<file path="config.mk">
export PLATFORM = sky130hd
export DESIGN_NAME = shift_mul_ctrl
export DESIGN_NICKNAME = d
export VERILOG_FILES = /design/src/rtl/shift_mul_ctrl.sv
export SDC_FILE = /design/constraint.sdc
export NUM_CORES = 1
export LEC_CHECK = 0
export CAP_MARGIN = 5
export CORE_MARGIN = 2
export CORE_UTILIZATION = 45
export CTS_BUF_LIST = sky130_fd_sc_hd__clkbuf_4 sky130_fd_sc_hd__clkbuf_8
export DETAILED_ROUTE_END_ITERATION = 16
export PLACE_DENSITY = 0.78
export SLEW_MARGIN = 20
export SYNTH_ARGS = -nofsm -noshare
export SYNTH_HDL_FRONTEND = slang
export SYNTH_SLANG_ARGS = --single-unit
</file>
<file path="constraint.sdc">
create_clock -name clk -period 2.59 [get_ports clk]
set_input_delay 0.518 -clock clk [delete_from_list [all_inputs] [get_ports clk]]
set_output_delay 0.518 -clock clk [all_outputs]
set_load 0.005 [all_outputs]
</file>
<file path="src/rtl/shift_mul_ctrl.sv">
// shift_mul_ctrl: 4x4 unsigned multiply by sequencing an external 4-bit left shifter
module shift_mul_ctrl #(
  parameter bit EARLY_EXIT = 1'b0
) (
  input  logic       clk,
  input  logic       rst_n,
  input  logic       start,
  input  logic [3:0] a,
  input  logic [3:0] b,
  output logic       busy,
  output logic       done,
  output logic [7:0] product,
  output logic [3:0] sh_I,
  output logic [1:0] sh_S,
  input  logic [6:0] sh_Out
);
  typedef enum logic [1:0] {IDLE, CALC, DONE} state_t;
  state_t     state_q;
  logic [3:0] a_q, b_q, b_hi;
  logic [7:0] acc_q, acc_d, product_q;
  logic [1:0] k_q;
  logic       last;
  assign busy    = state_q == CALC;
  assign done    = state_q == DONE;
  assign product = product_q;
  assign sh_I    = busy ? a_q : 4'd0;
  assign sh_S    = busy ? k_q : 2'd0;
  assign acc_d   = acc_q + (b_q[k_q] ? {1'b0, sh_Out} : 8'd0);
  assign b_hi    = b_q >> k_q;
  // early exit once no multiplier bit above k remains set
  assign last    = k_q == 2'd3 || (EARLY_EXIT && b_hi[3:1] == 3'd0);
  always_ff @(posedge clk) begin
    if (!rst_n) begin
      state_q   <= IDLE;
      a_q       <= '0;
      b_q       <= '0;
      acc_q     <= '0;
      k_q       <= '0;
      product_q <= '0;
    end else if (state_q == CALC) begin
      acc_q <= acc_d;
      if (last) begin
        state_q   <= DONE;
        product_q <= acc_d;
      end else begin
        k_q <= k_q + 2'd1;
      end
    end else if (start) begin
      state_q <= CALC;
      a_q     <= a;
      b_q     <= b;
      acc_q   <= '0;
      k_q     <= '0;
    end else begin
      state_q <= IDLE;
    end
  end
endmodule

</file>
======== Yosys cells after proc, flatten, opt, wreduce, memory -nomap -nowiden ========
Cells that the tools add are included.
storage, ports and cells
  register bits ........................... 28
  latch bits .............................. 0
  memory bits (writable) .................. 0
  ROM bits ................................ 0
  bits of input ports ..................... 18
  output and inout bits ................... 16
  word-level logic and storage cells ...... 32
  memories kept ........................... 0
cells by class
  $add $sub $neg .......................... 2
  multiply operators ...................... 0
  divide/modulo/power cells ............... 0
  magnitude comparators ................... 1
  equal/unequal tests ..................... 5
  shift-type cells ........................ 0
  multiplexer cells ....................... 13
  bitwise gates (word level) .............. 1
  reduce and logical (&&, ||, !) cells .... 4
operator list
  kind                                                                   count
  8-bit 2-to-1 mux                                                       2
  2-bit 2-to-1 mux                                                       6
  8-bit by 7-bit adder with 8-bit output                                 1
  7-bit 2-to-1 mux                                                       1
  2-bit AND reduction                                                    3
  2-bit equality test, second input constant                             2
  4-bit 2-to-1 mux                                                       1
  2-bit by 3-bit < comparator with 1-bit output, second input constant   1
  2-bit by 1-bit adder with 2-bit output, second input constant          1
  1-bit binary-select mux with 2-bit select                              1
  2-bit by 1-bit equality test with 1-bit output, second input constant  1
  1-bit 2-to-1 mux                                                       2
  2-bit by 1-bit != test with 1-bit output, second input constant        1
  2-bit != test, second input constant                                   1
  2-bit nonzero test                                                     1
  1-bit inverter                                                         1

======== Longest topological paths before layout ========
Gate-level depths: netlist of run 1.
  depth in word-level cells ............... 5
  gate-level depth with buffers ........... 9
  gate-level depth less buffers ........... 9

======== Worst setup path after synthesis of run 1 ========
OpenSTA, ideal clock, no wires.
  path kind ............................... reg2reg
  start point ............................. register k_q[0]
  end point ............................... register acc_q[7]
  setup time .............................. 74 ps
  arrival ................................. 2337 ps
  path slack .............................. 179 ps
  stages on the path, launching flop included .. 8
  path buffers ............................ 0
  period minus slack after synthesis ...... 2411 ps
  cells stage by stage .................... dfxtp_1 > mux4_2 > and2_1 > ha_1 > a21oi_4 > a211oi_2 > or4_1 > a31oi_1
on the way
  cells in the longest elaborated chain, start to end .. 5
RTL lines
  element                                    RTL line  RTL
  start, declared                            21        logic [1:0] k_q;
  start signal, assigned                     46        k_q <= k_q + 2'd1;
  1-bit binary-select mux with 2-bit select  28        assign acc_d = acc_q + (b_q[k_q] ? {1'b0, sh_Out} : 8'd0);
  1-bit 2-to-1 mux (not written as such)     28
  7-bit 2-to-1 mux                           28
  8-bit by 7-bit adder with 8-bit output     28
  8-bit 2-to-1 mux                           40        end else if (state_q == CALC) begin
  end signal, assigned                       37        acc_q <= '0;
  end signal, assigned                       41        acc_q <= acc_d;
  end signal, assigned                       52        acc_q <= '0;
  end, declared                              20        logic [7:0] acc_q, acc_d, product_q;
Every way passes these cells. The select of a mux whose other input is x is not followed.
A chain may end at the register's enable or synchronous reset.

======== Final worst setup path of run 1 ========
Same ends and word-level chain as after synthesis.

==> results of run 1 <==
-- path summary, 6_finish.rpt --
kind	from	to	slack [ps]	depth (start not counted)
worst max-delay path	k_q[0]	acc_q[7]	70	8
worst min register to register	a_q[2]	a_q[2]	460	2
worst min-delay path	a_q[2]	a_q[2]	460	2
worst max register to register	k_q[0]	acc_q[7]	70	8
-- per-layer routing --
metal	vias to the layer above	GRT usage
li1	720	-
met1	654	0.2573
met2	31	0.2887
met3	5	0.03313
met4	0	0.07903
met5	-	0
-- cell type report --
class / count / area share
flip-flops and latches: 28 / 0.2847
inverters: 8 / 0.01515
multi-input cells: 139 / 0.4665
clock buffers: 3 / 0.01136
repair buffers: 40 / 0.1932
well taps: 46 / 0.02904
-- sequential cells by signal, summed over array words and instances (netlist names) --
name     count
product      8
acc_q        8
b_q          4
k_q          2
state_q      2
a_q          4
-- timing repair --
item	in CTS	in global routing
setup endpoints to repair	1	8
buffers inserted	0	3
gates resized for setup	1	11
pin swaps	0	3
-- logic make-up after synthesis --
logic type / after synthesis
buf+inv: 18
xor+xnor: 1
fa+ha+maj: 9
compound gates: 45
flops: 28
mux: 1
simple gates: 83
-- worst reg2reg max path: stages (launching register included) --
cell,delay [ps]
dfxtp_4,390
mux4_2,570
buf_4,170
and2_1,150
ha_1,320
a21oi_1,180
o21ai_2,100
or4_1,400
a31oi_1,170
-- power groups by stage --
stage                     logic (mW)  clock network (mW)  registers (mW)
after floorplan               0.0697                   0           0.458
after global placement         0.119                   0           0.459
after CTS                      0.121               0.182           0.451
after detailed placement       0.120                   0           0.460
after global routing           0.143               0.194           0.452
final                          0.129               0.171           0.450
-- synth_stat cells (3+ instances only) --
cell type / n
dfxtp_1: 28
nand2_1: 24
a21oi_1: 20
nand3_1: 13
and2_1: 12
clkbuf_1: 9
nor2_1: 9
ha_1: 8
inv_1: 8
nand3b_1: 5
nand2b_1: 3
nor2b_1: 3
nor3_1: 3
o211ai_1: 3
o21a_1: 3
o21ai_0: 3
o31ai_1: 3
or3_1: 3
-- per-stage QoR --
stage                     area (µm²)  hold slack [ps]  cells  total power, mW
after global routing            1982            485.1    264           0.7892
after floorplan                 1513            431.7    185           0.5277
after global placement          1893            437.8    258           0.5788
after CTS                       1917            460.8    261           0.7536
after detailed placement        1893            442.1    258           0.5797
final                           1982            462.6    264           0.7502
==> impl_metrics.csv, run 1 <==
group,metric,value,unit
power,switchingPower,0.1871,mW
yosys,ys_seq_area_frac,0.3706,
yosys,synthTopCellsByArea,"dfxtp_1, a21oi_1, ha_1, nand2_1, and2_1",
worst_setup_path,crit_required,2840,ps
yosys,synth_compound_area_frac,0.1977,
clock_network,clock_latency,320,ps
power,p_per_area,378.5,nW/µm²
worst_setup_path,worst_path_max_delay_cell,"mux4_2",
drt,route.met3.wl,134,µm
cells_and_area,nets,247,
clock_network,root_buffer,"clkbuf_4",
worst_setup_path,worstPathArrival,2770,ps
status,status,"finished, final reports clean",
worst_setup_path,crit_path_end_kind,"flip-flop",
cells_and_area,multi_input_comb_area,924.6,µm²
drt,via_per_inst,5.341,
run,drv_cap,0,
yosys,yosysTopAreaCell,"dfxtp_1",
die,die_area,3842,µm²
clock_network,cts-htree-levels,1,
yosys,synthMuxAreaShare,0.01489,
cells_and_area,n_antenna_cell,0,
clock_network,cts_sinks,28,
timing,maxSlewViolCount,0,
timing,timing.fmax,396.5,MHz
timing,hold_viol,0,
timing,finalSetupViolations,0,
drt,top_layer,"met4",
yosys,async_reset_ff_frac,0,
drt,wl_per_cell,13.30,µm
yosys,syn_area,1513,µm²
yosys,syn_inst,185,
clock_network,clock_path_buffers,2,
die,core_area,3284,µm²
placement,gp_congestion,0.8461,
clock_network,path_clk_slew,140,ps
worst_setup_path,cp-start-kind,"flip-flop",
timing,slew_headroom,0.5080,
die,die_height,61.98,µm
drt,drt-total-wl,3.512,mm
cells_and_area,utilization,0.6034,
yosys,synth.avg_cell_area,8.177,µm²
global_routing,grt_overflow,0,
cells_and_area,drive_gt1_frac,0.1147,
clock_network,hold_buffers,0,
timing,fin_ws,67.74,ps
worst_setup_path,crit_fanout,5,
global_routing,grtUsageTotal,0.1873,
cells_and_area,layout_commonest_cell,"clkdlybuf4s50_1",
worst_setup_path,critPathKind,"flip-flop to flip-flop",
placement,io_buffer_count,33,
die,io_pins,34,
drt,wl_met1,1.608,mm
power,power_frac_comb,0.172,
timing,worstMarginPinSlew,737.2,ps
yosys,synth-adder-area-share,0.07940,
placement,pre_cts_ws,-1.481,ps
global_routing,antenna_found_initial,0,
power,netSwitchingFraction,0.2494,
yosys,ys_ff_latch,28,
yosys,synthFlopType,"dfxtp_1",
timing,min_period,2522,ps
worst_setup_path,path_cells,"mux4_2 -> buf_4 -> and2_1 -> ha_1 -> a21oi_1 -> o21ai_2 -> or4_1 -> a31oi_1",
power,power_frac_seq,0.600,
global_routing,grt_max_degree,25,
die,placementRows,21,
worst_setup_path,cpPeakStageDelay,570,ps
yosys,synth_edf_count,0,
yosys,synth_top_family_by_area,"simple AND/OR/NAND/NOR gates",
cells_and_area,area_growth,31.02,%
die,start_util,0.4606,
yosys,synth_top_area_frac,0.3706,
drt,drt_first_pass_iters,4,
clock_network,cts_tree,"done",
cells_and_area,fillers,306,
timing,skew,5.638,ps
cells_and_area,layout_common_cells,"clkdlybuf4s50_1, dfxtp_1, nand2_1",
timing,final.setup.tns,0,ps
global_routing,grt_pass1_vias,1175,
worst_setup_path,path_buf_inv,1,
drt,ant_nets,0,
drt,route.met2.wl,1.717,mm
worst_setup_path,critPathTopFamily,"multiplexers",
drt,drtIter0Drc,84,
hold_path,hp-class,"flip-flop to flip-flop",
power,p_leak,0.7210,nW
power,p_int,0.5631,mW
power,peakVddDrop,0.1879,mV
drt,drc_errors,0,
yosys,yosysWarnings,0,
placement,hpwl,2.385,mm
global_routing,grt_pass1_wl,5.313,mm
yosys,synthSimpleGateAreaFrac,0.2870,
power,clock_power_share,0.228,
yosys,yosys.area_share.xor_xnor,0.005790,
timing,fin_crit_sh,0.9738,
drt,vias,1410,
yosys,synthesis.nets,212,
die,die_w,61.98,µm
cells_and_area,regArea,564.3,µm²
clock_network,cts_inserted_buffers,3,
yosys,ys_types,39,
No activity file was read; power rests on OpenSTA's default activity.
==> run 2, diff against run 1 <==
CTS_CLUSTER_DIAMETER = 120   (was unset)
==> results of run 2 <==
No change in the layout: final DEF, timing and power equal those of run 1.
==> run 3, diff against run 2 <==
CORE_UTILIZATION = 31   (was 45)
CTS_BUF_LIST = sky130_fd_sc_hd__clkbuf_2   (was sky130_fd_sc_hd__clkbuf_4 sky130_fd_sc_hd__clkbuf_8)
PLACE_DENSITY = 0.59   (was 0.78)
==> impl_metrics.csv, run 3 (synthesis gave the netlist of run 1 again) <==
group,metric,value,unit
cells_and_area,nets,250,
timing,fin_ws,129.3,ps
power,switchingPower,0.2197,mW
status,status,"finished, final reports clean",
clock_network,cts_tree,"done",
timing,final.setup.tns,0,ps
worst_setup_path,cp-start-kind,"flip-flop",
die,die_area,5455,µm²
drt,drc_errors,0,
drt,wl_per_cell,13.40,µm
cells_and_area,multi_input_comb_area,963.4,µm²
power,p_per_area,414.7,nW/µm²
placement,gp_congestion,0.8240,
timing,min_period,2461,ps
global_routing,grt_pass1_wl,6.196,mm
drt,drt_first_pass_iters,4,
clock_network,cts-htree-levels,1,
worst_setup_path,path_buf_inv,1,
worst_setup_path,crit_required,2940,ps
cells_and_area,layout_commonest_cell,"clkdlybuf4s50_1",
die,start_util,0.3203,
timing,finalSetupViolations,0,
power,p_int,0.6494,mW
clock_network,hold_buffers,0,
cells_and_area,n_antenna_cell,0,
global_routing,grt_pass1_vias,1325,
worst_setup_path,worst_path_max_delay_cell,"mux4_2",
power,power_frac_comb,0.160,
clock_network,clock_path_buffers,2,
power,netSwitchingFraction,0.2528,
placement,dp.cells,282,
power,clock_power_share,0.320,
worst_setup_path,cpPeakStageDelay,580,ps
worst_setup_path,crit_path_end_kind,"flip-flop",
die,placementRows,25,
die,die_height,73.86,µm
die,io_pins,34,
power,p_total,0.8691,mW
timing,skew,16.27,ps
placement,io_buffer_count,33,
cells_and_area,final-instance-count-excl-fill,289,
timing,holdWs,469.4,ps
timing,slew_headroom,0.7243,
hold_path,hp-class,"flip-flop to flip-flop",
drt,drt-total-wl,3.872,mm
timing,fin_crit_sh,0.9501,
global_routing,antenna_found_initial,0,
clock_network,cts_inserted_buffers,3,
cells_and_area,fillers,479,
power,p_leak,0.7459,nW
drt,vias,1411,
clock_network,cts_sinks,28,
die,die_w,73.86,µm
drt,drtIter0Drc,57,
placement,pre_cts_ws,-38.99,ps
run,drv_cap,0,
clock_network,root_buffer,"clkbuf_2",
drt,ant_nets,0,
worst_setup_path,worstRegToRegCells,9,
worst_setup_path,critPathKind,"flip-flop to flip-flop",
worst_setup_path,worstPathArrival,2810,ps
clock_network,clock_latency,400,ps
cells_and_area,drive_gt1_frac,0.1622,
power,peakVddDrop,0.2313,mV
global_routing,grt_max_degree,24,
hold_path,hold_depth,2,
placement,hpwl,2.671,mm
worst_setup_path,crit_fanout,6,
timing,hold_viol,0,
worst_setup_path,critPathTopFamily,"compound AO/OA/AOI/OAI gates",
clock_network,path_clk_slew,290,ps
global_routing,grtUsageTotal,0.1480,
drt,via_per_inst,4.882,
power,power_frac_seq,0.520,
cells_and_area,layout_common_cells,"clkdlybuf4s50_1, dfxtp_1, nand2_1",
cells_and_area,area_growth,38.54,%
timing,maxSlewViolCount,0,
timing,timing.fmax,406.4,MHz
timing,worstMarginPinSlew,413.3,ps
worst_setup_path,cp.depth,9,
global_routing,grt_overflow,0,
die,core_area,4723,µm²
cells_and_area,regArea,564.3,µm²
worst_setup_path,path_cells,"mux4_2 -> and2_4 -> ha_2 -> inv_2 -> fa_2 -> nor2b_2 -> o31ai_2 -> a211oi_2 -> o31ai_1",
## run 3: cell count changes in the layout (fill, tap and decap cells not counted), moves of 2 or more
cell / before / now
buf_4: 7 / 9
clkbuf_2: 0 / 3
clkbuf_4: 3 / 0
ha_1: 5 / 3
nand2_1: 24 / 22
nand2_2: 0 / 2
## run 3: timing repair
item | in CTS | in global routing
setup buffers | 2 | 1
setup endpoints to repair | 7 | 8
resized for setup | 2 | 20
pin swaps | 0 | 7
## run 3: final cells by class
class	count	share of cell area
clock inverter	1	0.01433
timing repair buffer	43	0.1952
sequential	28	0.2693
inverter	8	0.01433
tap	67	0.04000
clock buffer	3	0.007164
multi-input combinational	139	0.4597
## run 3: tightest hold or removal path, cell delays in order, from the launching register on
cell and delay [ps]:
dfxtp_1 370, nand2_1 50, a21oi_1 50
## run 3: per-layer routing
metal,vias to the layer above,share of wire,GRT usage
li1,726,-,-
met2,33,0.48,0.2480
met1,648,0.47,0.1930
met3,4,0.043,0.03567
met4,0,0.0070,0.03030
met5,-,0,0
## run 3: final timing paths
check,from,end,slack (ps)
worst max-delay path,k_q[0],acc_q[6],130
worst min-delay path,a_q[1],a_q[1],470
worst max register to register,k_q[0],acc_q[6],130
worst min register to register,a_q[1],a_q[1],470
## run 3: stage by stage
| stage | util | area, µm² |
|---|---|---|
| global placement | 0.4111 | 1942 |
| floorplan | - | 1513 |
| finish | 0.4437 | 2096 |
| detailed placement | 0.4111 | 1942 |
| CTS | 0.4246 | 2006 |
| global route | 0.4437 | 2096 |
## run 3: power groups by stage
stage / clock, mW / combinational (mW) / sequential, mW
3_3_place_gp: 0 / 0.126 / 0.460
2_1_floorplan: 0 / 0.0697 / 0.458
6_report: 0.278 / 0.139 / 0.452
5_1_grt: 0.300 / 0.155 / 0.454
4_1_cts: 0.291 / 0.130 / 0.452
3_5_place_dp: 0 / 0.125 / 0.460
